File: src/rtl/jtag_uart_bridge.sv
// System-clock half of the JTAG debug UART: oversamples the JTAGB user-register
// signals, runs the 10-bit data register, and buffers bytes in each direction.
module jtag_uart_bridge #(
   parameter int RX_DEPTH_LOG2 = 2
) (
   input  logic       sys_clk,
   input  logic       sys_rst,
   input  logic       jtck,
   input  logic       jtdi,
   input  logic       jshift,
   input  logic       jupdate,
   input  logic       jce1,
   output logic       jtdo1,
   output logic [7:0] rx_data,
   output logic       rx_valid,
   input  logic       rx_ack,
   input  logic [7:0] tx_data,
   input  logic       tx_we,
   output logic       tx_busy,
   output logic       rx_overrun
);

   localparam int DEPTH = 1 << RX_DEPTH_LOG2;
   localparam logic [RX_DEPTH_LOG2:0] FULL_COUNT = (RX_DEPTH_LOG2 + 1)'(DEPTH);

   logic [4:0] sync_m;
   logic [4:0] sync_s;
   logic       jtck_s;
   logic       jtdi_s;
   logic       jshift_s;
   logic       jupdate_s;
   logic       jce1_s;
   logic       jtck_d;
   logic       jupdate_d;
   logic       tck_rise;
   logic       upd_rise;

   logic [9:0] sr;
   logic       dr_sel;
   logic [7:0] tx_hold;
   logic       capture;
   logic       shift;
   logic       host_wr;
   logic       host_ack;

   logic [7:0]               mem [DEPTH];
   logic [RX_DEPTH_LOG2-1:0] wr_ptr;
   logic [RX_DEPTH_LOG2-1:0] rd_ptr;
   logic [RX_DEPTH_LOG2:0]   count;
   logic                     rx_full;
   logic                     push;
   logic                     pop;
   logic                     overrun_set;

   // Two-flop synchronizers for all JTAGB signals, plus one delay flop on the
   // two strobes whose rising edges we act on.
   always_ff @(posedge sys_clk or posedge sys_rst) begin
      if (sys_rst) begin
         sync_m    <= '0;
         sync_s    <= '0;
         jtck_d    <= 1'b0;
         jupdate_d <= 1'b0;
      end else begin
         sync_m    <= {jtck, jtdi, jshift, jupdate, jce1};
         sync_s    <= sync_m;
         jtck_d    <= jtck_s;
         jupdate_d <= jupdate_s;
      end
   end

   assign jtck_s    = sync_s[4];
   assign jtdi_s    = sync_s[3];
   assign jshift_s  = sync_s[2];
   assign jupdate_s = sync_s[1];
   assign jce1_s    = sync_s[0];

   assign tck_rise = jtck_s & ~jtck_d;
   assign upd_rise = jupdate_s & ~jupdate_d;
   assign capture  = tck_rise & jce1_s & ~jshift_s;
   assign shift    = tck_rise & jce1_s & jshift_s;

   always_ff @(posedge sys_clk or posedge sys_rst) begin
      if (sys_rst) begin
         sr    <= '0;
         jtdo1 <= 1'b0;
      end else begin
         jtdo1 <= sr[0];
         if (capture) begin
            sr <= {rx_full, tx_busy, tx_hold};
         end else if (shift) begin
            sr <= {jtdi_s, sr[9:1]};
         end
      end
   end

   // dr_sel guards the update decode so updates of other IRs, or an update
   // arriving after a reset with no fresh capture, are ignored.
   always_ff @(posedge sys_clk or posedge sys_rst) begin
      if (sys_rst) begin
         dr_sel <= 1'b0;
      end else if (capture) begin
         dr_sel <= 1'b1;
      end else if (upd_rise) begin
         dr_sel <= 1'b0;
      end
   end

   assign host_wr  = upd_rise & dr_sel & sr[9];
   assign host_ack = upd_rise & dr_sel & sr[8];

   always_ff @(posedge sys_clk or posedge sys_rst) begin
      if (sys_rst) begin
         tx_hold <= '0;
         tx_busy <= 1'b0;
      end else begin
         if (tx_we && !tx_busy) begin
            tx_hold <= tx_data;
         end
         if (host_ack) begin
            tx_busy <= 1'b0;
         end else if (tx_we) begin
            tx_busy <= 1'b1;
         end
      end
   end

   // A same-cycle pop frees the slot the push lands in, so a full FIFO only
   // overruns when nothing is leaving.
   assign rx_full     = (count == FULL_COUNT);
   assign rx_valid    = (count != '0);
   assign pop         = rx_ack & rx_valid;
   assign push        = host_wr & (~rx_full | pop);
   assign overrun_set = host_wr & rx_full & ~pop;
   assign rx_data     = mem[rd_ptr];

   always_ff @(posedge sys_clk or posedge sys_rst) begin
      if (sys_rst) begin
         for (int i = 0; i < DEPTH; i++) begin
            mem[i] <= '0;
         end
         wr_ptr <= '0;
         rd_ptr <= '0;
         count  <= '0;
      end else begin
         if (push) begin
            mem[wr_ptr] <= sr[7:0];
            wr_ptr      <= wr_ptr + 1'b1;
         end
         if (pop) begin
            rd_ptr <= rd_ptr + 1'b1;
         end
         if (push && !pop) begin
            count <= count + 1'b1;
         end else if (pop && !push) begin
            count <= count - 1'b1;
         end
      end
   end

   always_ff @(posedge sys_clk or posedge sys_rst) begin
      if (sys_rst) begin
         rx_overrun <= 1'b0;
      end else if (overrun_set) begin
         rx_overrun <= 1'b1;
      end else if (rx_ack) begin
         rx_overrun <= 1'b0;
      end
   end

endmodule

File: config.mk
export PLATFORM = sky130hd
export DESIGN_NAME = jtag_uart_bridge
export DESIGN_NICKNAME = d
export VERILOG_FILES = /design/src/rtl/jtag_uart_bridge.sv
export SDC_FILE = /design/constraint.sdc
export NUM_CORES = 1
export LEC_CHECK = 0
export BUFFER_PORTS_ARGS = -buffer_cell sky130_fd_sc_hd__buf_2
export CORE_UTILIZATION = 30
export DETAILED_ROUTE_END_ITERATION = 12
export GPL_TIMING_DRIVEN = 0
export PLACE_DENSITY = 0.46
export SLEW_MARGIN = 5
export SYNTH_ARGS = -nofsm -noshare
export SYNTH_HDL_FRONTEND = slang
export SYNTH_SLANG_ARGS = --single-unit
export TNS_END_PERCENT = 5
File: constraint.sdc
create_clock -name sys_clk -period 2.2 [get_ports sys_clk]
set_input_delay 0 -clock sys_clk [delete_from_list [all_inputs] [get_ports sys_clk]]
set_output_delay 0 -clock sys_clk [all_outputs]
set_load 0.005 [all_outputs]
# After elaboration in Yosys (flattened, before gate mapping)
# Cells that the tools add are included.
# totals
regBits	73
latch_bits	0
ram_bits	0
mem_bits_ro	0
wordCells	74
memories	0
# op_classes
add_sub_neg	4
mul	0
div	0
n_lt_le_gt_ge	3
n_eq_ne	1
n_shift	0
muxes	16
bitwise	20
n_reduce_logical	13
# ops
op	n
32-bit bitwise mux	1
8-bit two-way mux	3
10-bit two-way mux	2
8-bit binary-select mux with 2-bit select	1
8-bit demux with 2-bit select	1
1-bit AND	12
2-bit nonzero test	5
3-bit >= comparator, second input constant	2
1-bit two-way mux	6
3-bit two-way mux	2
2-bit NOT with 3-bit output	2
1-bit NOT	5
2-bit by 1-bit adder with 2-bit output, second input constant	2
1-bit logical AND	4
3-bit by 1-bit adder with 3-bit output, second input constant	1
3-bit == test, second input constant	1
1-bit logical NOT	3
3-bit by 1-bit less-than comparator with 1-bit output, second input constant	1
3-bit nonzero test	1
3-bit by 1-bit subtractor with 3-bit output, second input constant	1
1-bit OR	1

# Longest topological paths before layout
# Gate-level depths: netlist (run 1).
# depth
word_depth	9
ltp_mapped	9
ltp_nobuf	8

# Least setup slack after synthesis (run 1)
# OpenSTA, ideal clock, no wires.
# synth_timing
kind	reg-to-reg
start	register count[0]
end	register count[1]
setup_time_ns	0.125
arrival_ns	2.172
t_required_ns	2.075
slack_ns	-0.097
stages_incl_launch_ff	8
path_buffers	1
period_less_slack_ns	2.297
cell_sequence	dfrtp_1 or4b_1 buf_6 and2_4 ha_1 inv_1 fa_1 mux2_2
# synth_between
elab_chain_cells	7
# synth_lines
item	line	source
from (decl)	49	logic [RX_DEPTH_LOG2:0] count;
from (signal assigned)	153	count <= count + 1'b1;
from (signal assigned)	155	count <= count - 1'b1;
3-bit nonzero test or 3-bit == test (tied branches)	130, 129	
1-bit AND or 1-bit NOT (tied branches)	131, 132	
1-bit OR *	132	assign push = host_wr & (~rx_full | pop);
1-bit AND *	132	
via push	51	logic push;
1-bit logical NOT	154	end else if (pop && !push) begin
1-bit logical AND	154	
2-bit nonzero test (no source line)	-	
# The timed path passes the listed nets; every way through them passes the cells marked *. The select of a mux whose other input is x is not followed.
# A chain may end at the register's enable or synchronous reset.

# Worst setup path after layout (run 1)
# Ends and elaborated chain as after synthesis.

==> flow_metrics.env, run 1 <==
export IMPL_post_dp_cell_area_mm2=0.00338
export IMPL_preCtsSetupSlack_ns=-0.106
export IMPL_start_kind="flip-flop"
export IMPL_r2r_slack_ns=0.09
export IMPL_yosys_top_cells_area="dfrtp_1, mux2_2, mux4_2"
export IMPL_power_density_mw_per_mm2=1010
export IMPL_skew_ns=0.00984
export IMPL_fin_crit_sh=0.961
export IMPL_die_w_um=103
export IMPL_leakage_uw=0.00178
export IMPL_via_per_inst=4.41
export IMPL_worst_pin_slew_ns=0.689
export IMPL_ios=29
export IMPL_drc=0
export IMPL_ys_flop_type="dfrtp_1"
export IMPL_synth_edf_count=0
export IMPL_total_power_uw=3830
export IMPL_finalSetupViolations=0
export IMPL_drv_cap=0
export IMPL_cts_tree="yes"
export IMPL_wl_per_cell_um=14.0
export IMPL_multi_input_area_mm2=0.00117
export IMPL_first_pass_iters=4
export IMPL_core_mm2=0.00977
export IMPL_cts_buffer_depth=2
export IMPL_ys_seq_elements=73
export IMPL_yosys_area_top_type="dfrtp_1"
export IMPL_port_buffers=28
export IMPL_ff2ff_path_depth=6
export IMPL_syn_to_final_growth_pct=24.9
export IMPL_fmax_ghz=0.473
export IMPL_hold_class="in2async"
export IMPL_end_kind="flip-flop"
export IMPL_synth_top_area_frac=0.603
export IMPL_cts_root_buf="clkbuf_8"
export IMPL_num_vias=1743
export IMPL_ir_drop_mv=0.356
export IMPL_num_nets_final=280
export IMPL_endpoint="count[1]$_DFFE_PP0P_"
export IMPL_outcome="finished clean"
export IMPL_final_layout_size_suffix_gt1_frac=0.408
export IMPL_rows=36
export IMPL_path_max_fanout=3
export IMPL_place_inst=361
export IMPL_first_global_vias=1772
export IMPL_max_slew_margin=0.540
export IMPL_insertion_delay_ns=0.35
export IMPL_wirelength_um=5550
export IMPL_cts_inserted_buffers=9
export IMPL_grt_overflow=0
export IMPL_htreeDepth=3
export IMPL_instances_no_fill=395
export IMPL_yosysUniqueCellTypes=29
export IMPL_r2r_start="count[0]$_DFFE_PP0P_"
export IMPL_yosys_top_cells_count="dfrtp_1, mux2_2, nand2_1"
export IMPL_num_fill_cells=971
export IMPL_tns_ns=0
export IMPL_setup_ws_ns=0.0853
export IMPL_ys_seq_area_frac=0.603
export IMPL_place_congestion=0.656
export IMPL_synth_warnings=0
export IMPL_worst_ep_required_time_ns=2.44
export IMPL_postSynthNetCount=222
export IMPL_fin_crit_ns=2.11
export IMPL_syn_area_per_cell_um2=15.2
export IMPL_timing_worst_setup_path_type="reg2reg"
export IMPL_die_h_um=103
export IMPL_initial_core_util=0.310
export IMPL_critical_path_startpoint="count[0]$_DFFE_PP0P_"
export IMPL_timing_rr_end="count[1]$_DFFE_PP0P_"
export IMPL_arrival_ns=2.36
export IMPL_regArea_mm2=0.00183
export IMPL_grtUsageTotal=0.121
export IMPL_yosysMostFrequentCell="dfrtp_1"
export IMPL_antenna_found_initial=0
export IMPL_grt_pass1_wl_um=9190
export IMPL_final_cell_area_mm2=0.00379
export IMPL_synthArstFlopShare=1.00
export IMPL_final_max_slew_viol_count=0
export IMPL_dr_first_iter_drc_count=51
export IMPL_clkSinkCount=73
export IMPL_dp_hpwl_um=3590
export IMPL_diodes=0
export IMPL_synth_cell_area_mm2=0.00303
export IMPL_clk_pin_slew_worst_paths_ns=0.08
export IMPL_grt_max_degree=43
export IMPL_ant_nets=0
export IMPL_grt_setup_unrepaired="false"
export IMPL_hold_viol=0
export IMPL_syn_inst=199
export IMPL_die_area_mm2=0.0105
-- state kept, by name, indices dropped and copies added (netlist names), 2 cells and up --
name / flops
sr: 10
rd_ptr: 2
sync_s: 5
mem: 32
wr_ptr: 2
sync_m: 5
tx_hold: 8
count: 3
-- stage by stage --
stage | hold WS [ns] | util
2_1_floorplan | 0.0314 | -
3_3_place_gp | 0.108 | 0.343
3_5_place_dp | 0.0442 | 0.346
4_1_cts | 0.209 | 0.387
5_1_grt | 0.240 | 0.387
6_report | 0.213 | 0.387
-- layer usage --
layer	vias to the layer above	global-route usage	routed length, µm
met1	886	0.159	2690
li1	821	-	-
met5	-	0	0
met3	9	0.0278	151
met4	0	0.0725	117
met2	27	0.184	2590
-- report_power, final --
group / switching [µW] / leakage, µW / total [µW] / internal (µW)
Clock: 517 / 0.000109 / 1160 / 638
Combinational: 380 / 0.000733 / 840 / 460
Sequential: 208 / 0.000936 / 1830 / 1620
-- final cells by class --
class | instances | share of cell area
multi-input combinational | 113 | 0.309
buffer | 7 | 0.00859
timing repair buffer | 48 | 0.0925
sequential | 73 | 0.483
clock inverter | 7 | 0.0251
clock buffer | 9 | 0.0327
tap | 133 | 0.0440
inverter | 5 | 0.00562
-- kinds of logic (layout without fill, tap and decap cells) --
group	count (synthesis)	count (layout)	share of synthesized area
and+or+nand+nor	28	28	0.0644
xor gates and xnor gates	6	6	0.0173
AOI/OAI and AO/OA	14	14	0.0239
muxes	59	59	0.245
adders and majority gates	6	6	0.0272
DFF	73	73	0.603
buffers and inverters	13	76	0.0198
-- cell usage in the layout (no fill, tap or decap), types with 4 or more instances in the layout --
cell,netlist,final
dlygate4sd3_1,0,16
dfrtp_1,73,72
mux4_2,8,8
clkbuf_8,0,9
mux2_1,5,5
mux2i_1,10,10
mux2_2,36,36
nand2_1,11,10
buf_2,3,30
clkbuf_1,4,4
ha_1,5,4
o21ai_0,10,10
xnor2_1,4,4
nand3_4,4,4
-- worst max-delay path: stages, from the launching register on --
cell and delay [ns]:
dfrtp_2 0.41, or4b_4 0.54, and2_4 0.19, ha_4 0.16
inv_2 0.05, fa_1 0.39, mux2_2 0.26
-- what timing repair did --
item                                    in CTS  in global routing
endpoints found under the setup margin       1                  2
gates cloned                                 0                  0
hold buffers                                16                  0
pin swaps                                    0                  2
resized for setup                            1                  4
hold endpoints to repair                    47                  0
buffers inserted                             3                  0
-- worst min-delay path by stage --
stage / from / end / cells past startpoint
after floorplan: jce1 / sync_m[0]$_DFF_PP0_ / 0
after global placement: jtck / sync_m[4]$_DFF_PP0_ / 1
after detailed placement: sys_rst / sync_m[0]$_DFF_PP0_ / 2
after CTS: sys_rst / sync_m[0]$_DFF_PP0_ / 3
after global routing: sys_rst / sync_m[0]$_DFF_PP0_ / 3
final: sys_rst / sync_m[0]$_DFF_PP0_ / 3
(Power assumes the default switching activity.)
==> run 2, diff against run 1 <==
--- a/config.mk
+++ b/config.mk
@@ -8,9 +8,7 @@
 export BUFFER_PORTS_ARGS = -buffer_cell sky130_fd_sc_hd__buf_2
 export CORE_UTILIZATION = 30
 export DETAILED_ROUTE_END_ITERATION = 12
-export GPL_TIMING_DRIVEN = 0
 export PLACE_DENSITY = 0.46
-export SLEW_MARGIN = 5
 export SYNTH_ARGS = -nofsm -noshare
 export SYNTH_HDL_FRONTEND = slang
 export SYNTH_SLANG_ARGS = --single-unit
==> run 2 against run 1 <==
  * Die area stayed put
  * Setup slack worse by 0.014 ns
  * Register-to-register slack about the same
  * First-iteration DRC count down 7.8%
  * Core utilization shrank 0.19 points
  * Final cell count decreased by 1.0%
  * Sequential power rose by 4%
  * Critical endpoint is now count[2]$_DFFE_PP0P_
  * Largest power group unchanged
==> flow_metrics.env, run 2 (synthesis results as in run 1) <==
export IMPL_grtUsageTotal=0.124
export IMPL_outcome="finished clean"
export IMPL_grt_setup_unrepaired="false"
export IMPL_top_usage_layer="met2"
export IMPL_wl_per_cell_um=14.2
export IMPL_r2r_start="count[1]$_DFFE_PP0P_"
export IMPL_num_fill_cells=946
export IMPL_critPathMaxStageDelay_ns=0.42
export IMPL_final_common_cell="dfrtp_1"
export IMPL_wirelength_um=5550
export IMPL_first_global_vias=1736
export IMPL_rows=36
export IMPL_worst_pin_slew_ns=0.674
export IMPL_leakage_uw=0.00177
export IMPL_cts_inserted_buffers=9
export IMPL_setup_ws_ns=0.0710
export IMPL_met3_usage=0.0312
export IMPL_layout_common_cells="dfrtp_1, mux2_2, buf_2"
export IMPL_path_delay_family="simple AND/OR/NAND/NOR gates"
export IMPL_cts_tree="yes"
export IMPL_preCtsSetupSlack_ns=0.0549
export IMPL_hold_viol=0
export IMPL_drv_cap=0
export IMPL_cts_buffer_depth=2
export IMPL_antenna_found_initial=0
export IMPL_timing_worst_setup_path_type="reg2reg"
export IMPL_insertion_delay_ns=0.34
export IMPL_max_slew_margin=0.549
export IMPL_start_kind="flip-flop"
export IMPL_drc=0
export IMPL_htreeDepth=3
export IMPL_path_buf_inv=2
export IMPL_fin_crit_ns=2.13
export IMPL_place_congestion=0.652
export IMPL_diodes=0
export IMPL_arrival_ns=2.39
export IMPL_cp_cell_sequence="buf_4, or3_1, nand2_2, ha_4, inv_2, fa_1, xor2_1, nor2_1, xor2_1"
export IMPL_reg_top3="mem: 32 flops, sr: 10 flops, tx_hold: 8 flops"
export IMPL_final_max_slew_viol_count=0
export IMPL_dp_hpwl_um=3630
export IMPL_initial_core_util=0.310
export IMPL_tns_ns=0
export IMPL_grt_overflow=0
export IMPL_syn_to_final_growth_pct=24.3
export IMPL_worst_ep_required_time_ns=2.46
export IMPL_clkSinkCount=73
export IMPL_final_cell_area_mm2=0.00377
export IMPL_port_buffers=28
export IMPL_skew_ns=0.00638
export IMPL_dr_first_iter_drc_count=47
export IMPL_power_density_mw_per_mm2=1020
export IMPL_first_pass_iters=4
export IMPL_cts_root_buf="clkbuf_8"
export IMPL_fin_crit_sh=0.968
export IMPL_final_layout_size_suffix_gt1_frac=0.399
export IMPL_largest_reg_flops=32
export IMPL_clk_pin_slew_worst_paths_ns=0.08
export IMPL_die_h_um=103
export IMPL_regMostFlops="mem"
export IMPL_num_vias=1733
export IMPL_finalSetupViolations=0
export IMPL_ir_drop_mv=0.328
export IMPL_via_per_inst=4.43
export IMPL_path_max_fanout=4
export IMPL_ios=29
export IMPL_die_area_mm2=0.0105
export IMPL_ant_nets=0
export IMPL_use_met2=0.180
export IMPL_hold_class="in2async"
export IMPL_num_nets_final=276
export IMPL_grt_pass1_wl_um=9460
export IMPL_holdWs_ns=0.276
export IMPL_core_mm2=0.00977
export IMPL_post_dp_cell_area_mm2=0.00337
export IMPL_die_w_um=103
export IMPL_use_met1=0.169
export IMPL_end_kind="flip-flop"
export IMPL_grt_max_degree=74
export IMPL_crit_path_frequent_cell="xor2_1"
export IMPL_crit_slowest_cell="or3_1"
export IMPL_critical_path_startpoint="count[1]$_DFFE_PP0P_"
export IMPL_fmax_ghz=0.470
==> run 2: final timing paths <==
path | slack, ns | cells past startpoint | to
min in group sys_clk | 0.29 | 2 | sync_m[1]$_DFF_PP0_
worst min register to register | 0.35 | 0 | sync_s[3]$_DFF_PP0_
worst max-delay path | 0.07 | 9 | count[2]$_DFFE_PP0P_
max in group asynchronous | 1.59 | 4 | mem[4]$_DFFE_PP0P_
worst max register to register | 0.07 | 9 | count[2]$_DFFE_PP0P_
worst min-delay path | 0.28 | 4 | sync_m[2]$_DFF_PP0_
==> run 2: routing by layer <==
metal	routed length, µm	share of wire	up-vias
li1	-	-	813
met4	92	0.017	0
met3	155	0.028	7
met2	2600	0.47	23
met5	0	0	-
met1	2700	0.49	890
==> run 2: what timing repair did <==
action | CTS | global route
hold buffers | 16 | 0
hold endpoints to repair | 89 | 0
buffers inserted | 0 | 0
gates resized for setup | 0 | 1
endpoints found under the setup margin | 0 | 1
==> run 2: stage by stage <==
| stage | instances | total power, µW | util |
|---|---|---|---|
| after global placement | 359 | 2670 | 0.345 |
| after global routing | 391 | 4110 | 0.385 |
| final | 391 | 3860 | 0.385 |
| after CTS | 391 | 3930 | 0.385 |
| after floorplan | 199 | 2410 | - |
| after detailed placement | 359 | 2690 | 0.345 |
==> run 2: final cells by class <==
class                   instances  area, µm²  area share
flip-flops and latches         73       1830       0.485
clock buffers                  12        155      0.0412
multi-input cells             113       1160       0.308
repair buffers                 51        365      0.0970
well taps                     133        166      0.0442
clock inverters                 4       75.1      0.0199
inverters                       5       18.8     0.00498
==> run 2: power breakdown <==
group          switching (µW)  internal [µW]  leakage, µW  total [µW]
sequential                281           1620     0.000937        1900
clock                     501            701     0.000109        1200
combinational             303            448     0.000725         752
==> run 2: worst min-delay path, delay by kind of cell <==
| family | cells | cell delay [ns] |
|---|---|---|
| buffers and inverters | 4 | 1.03 |
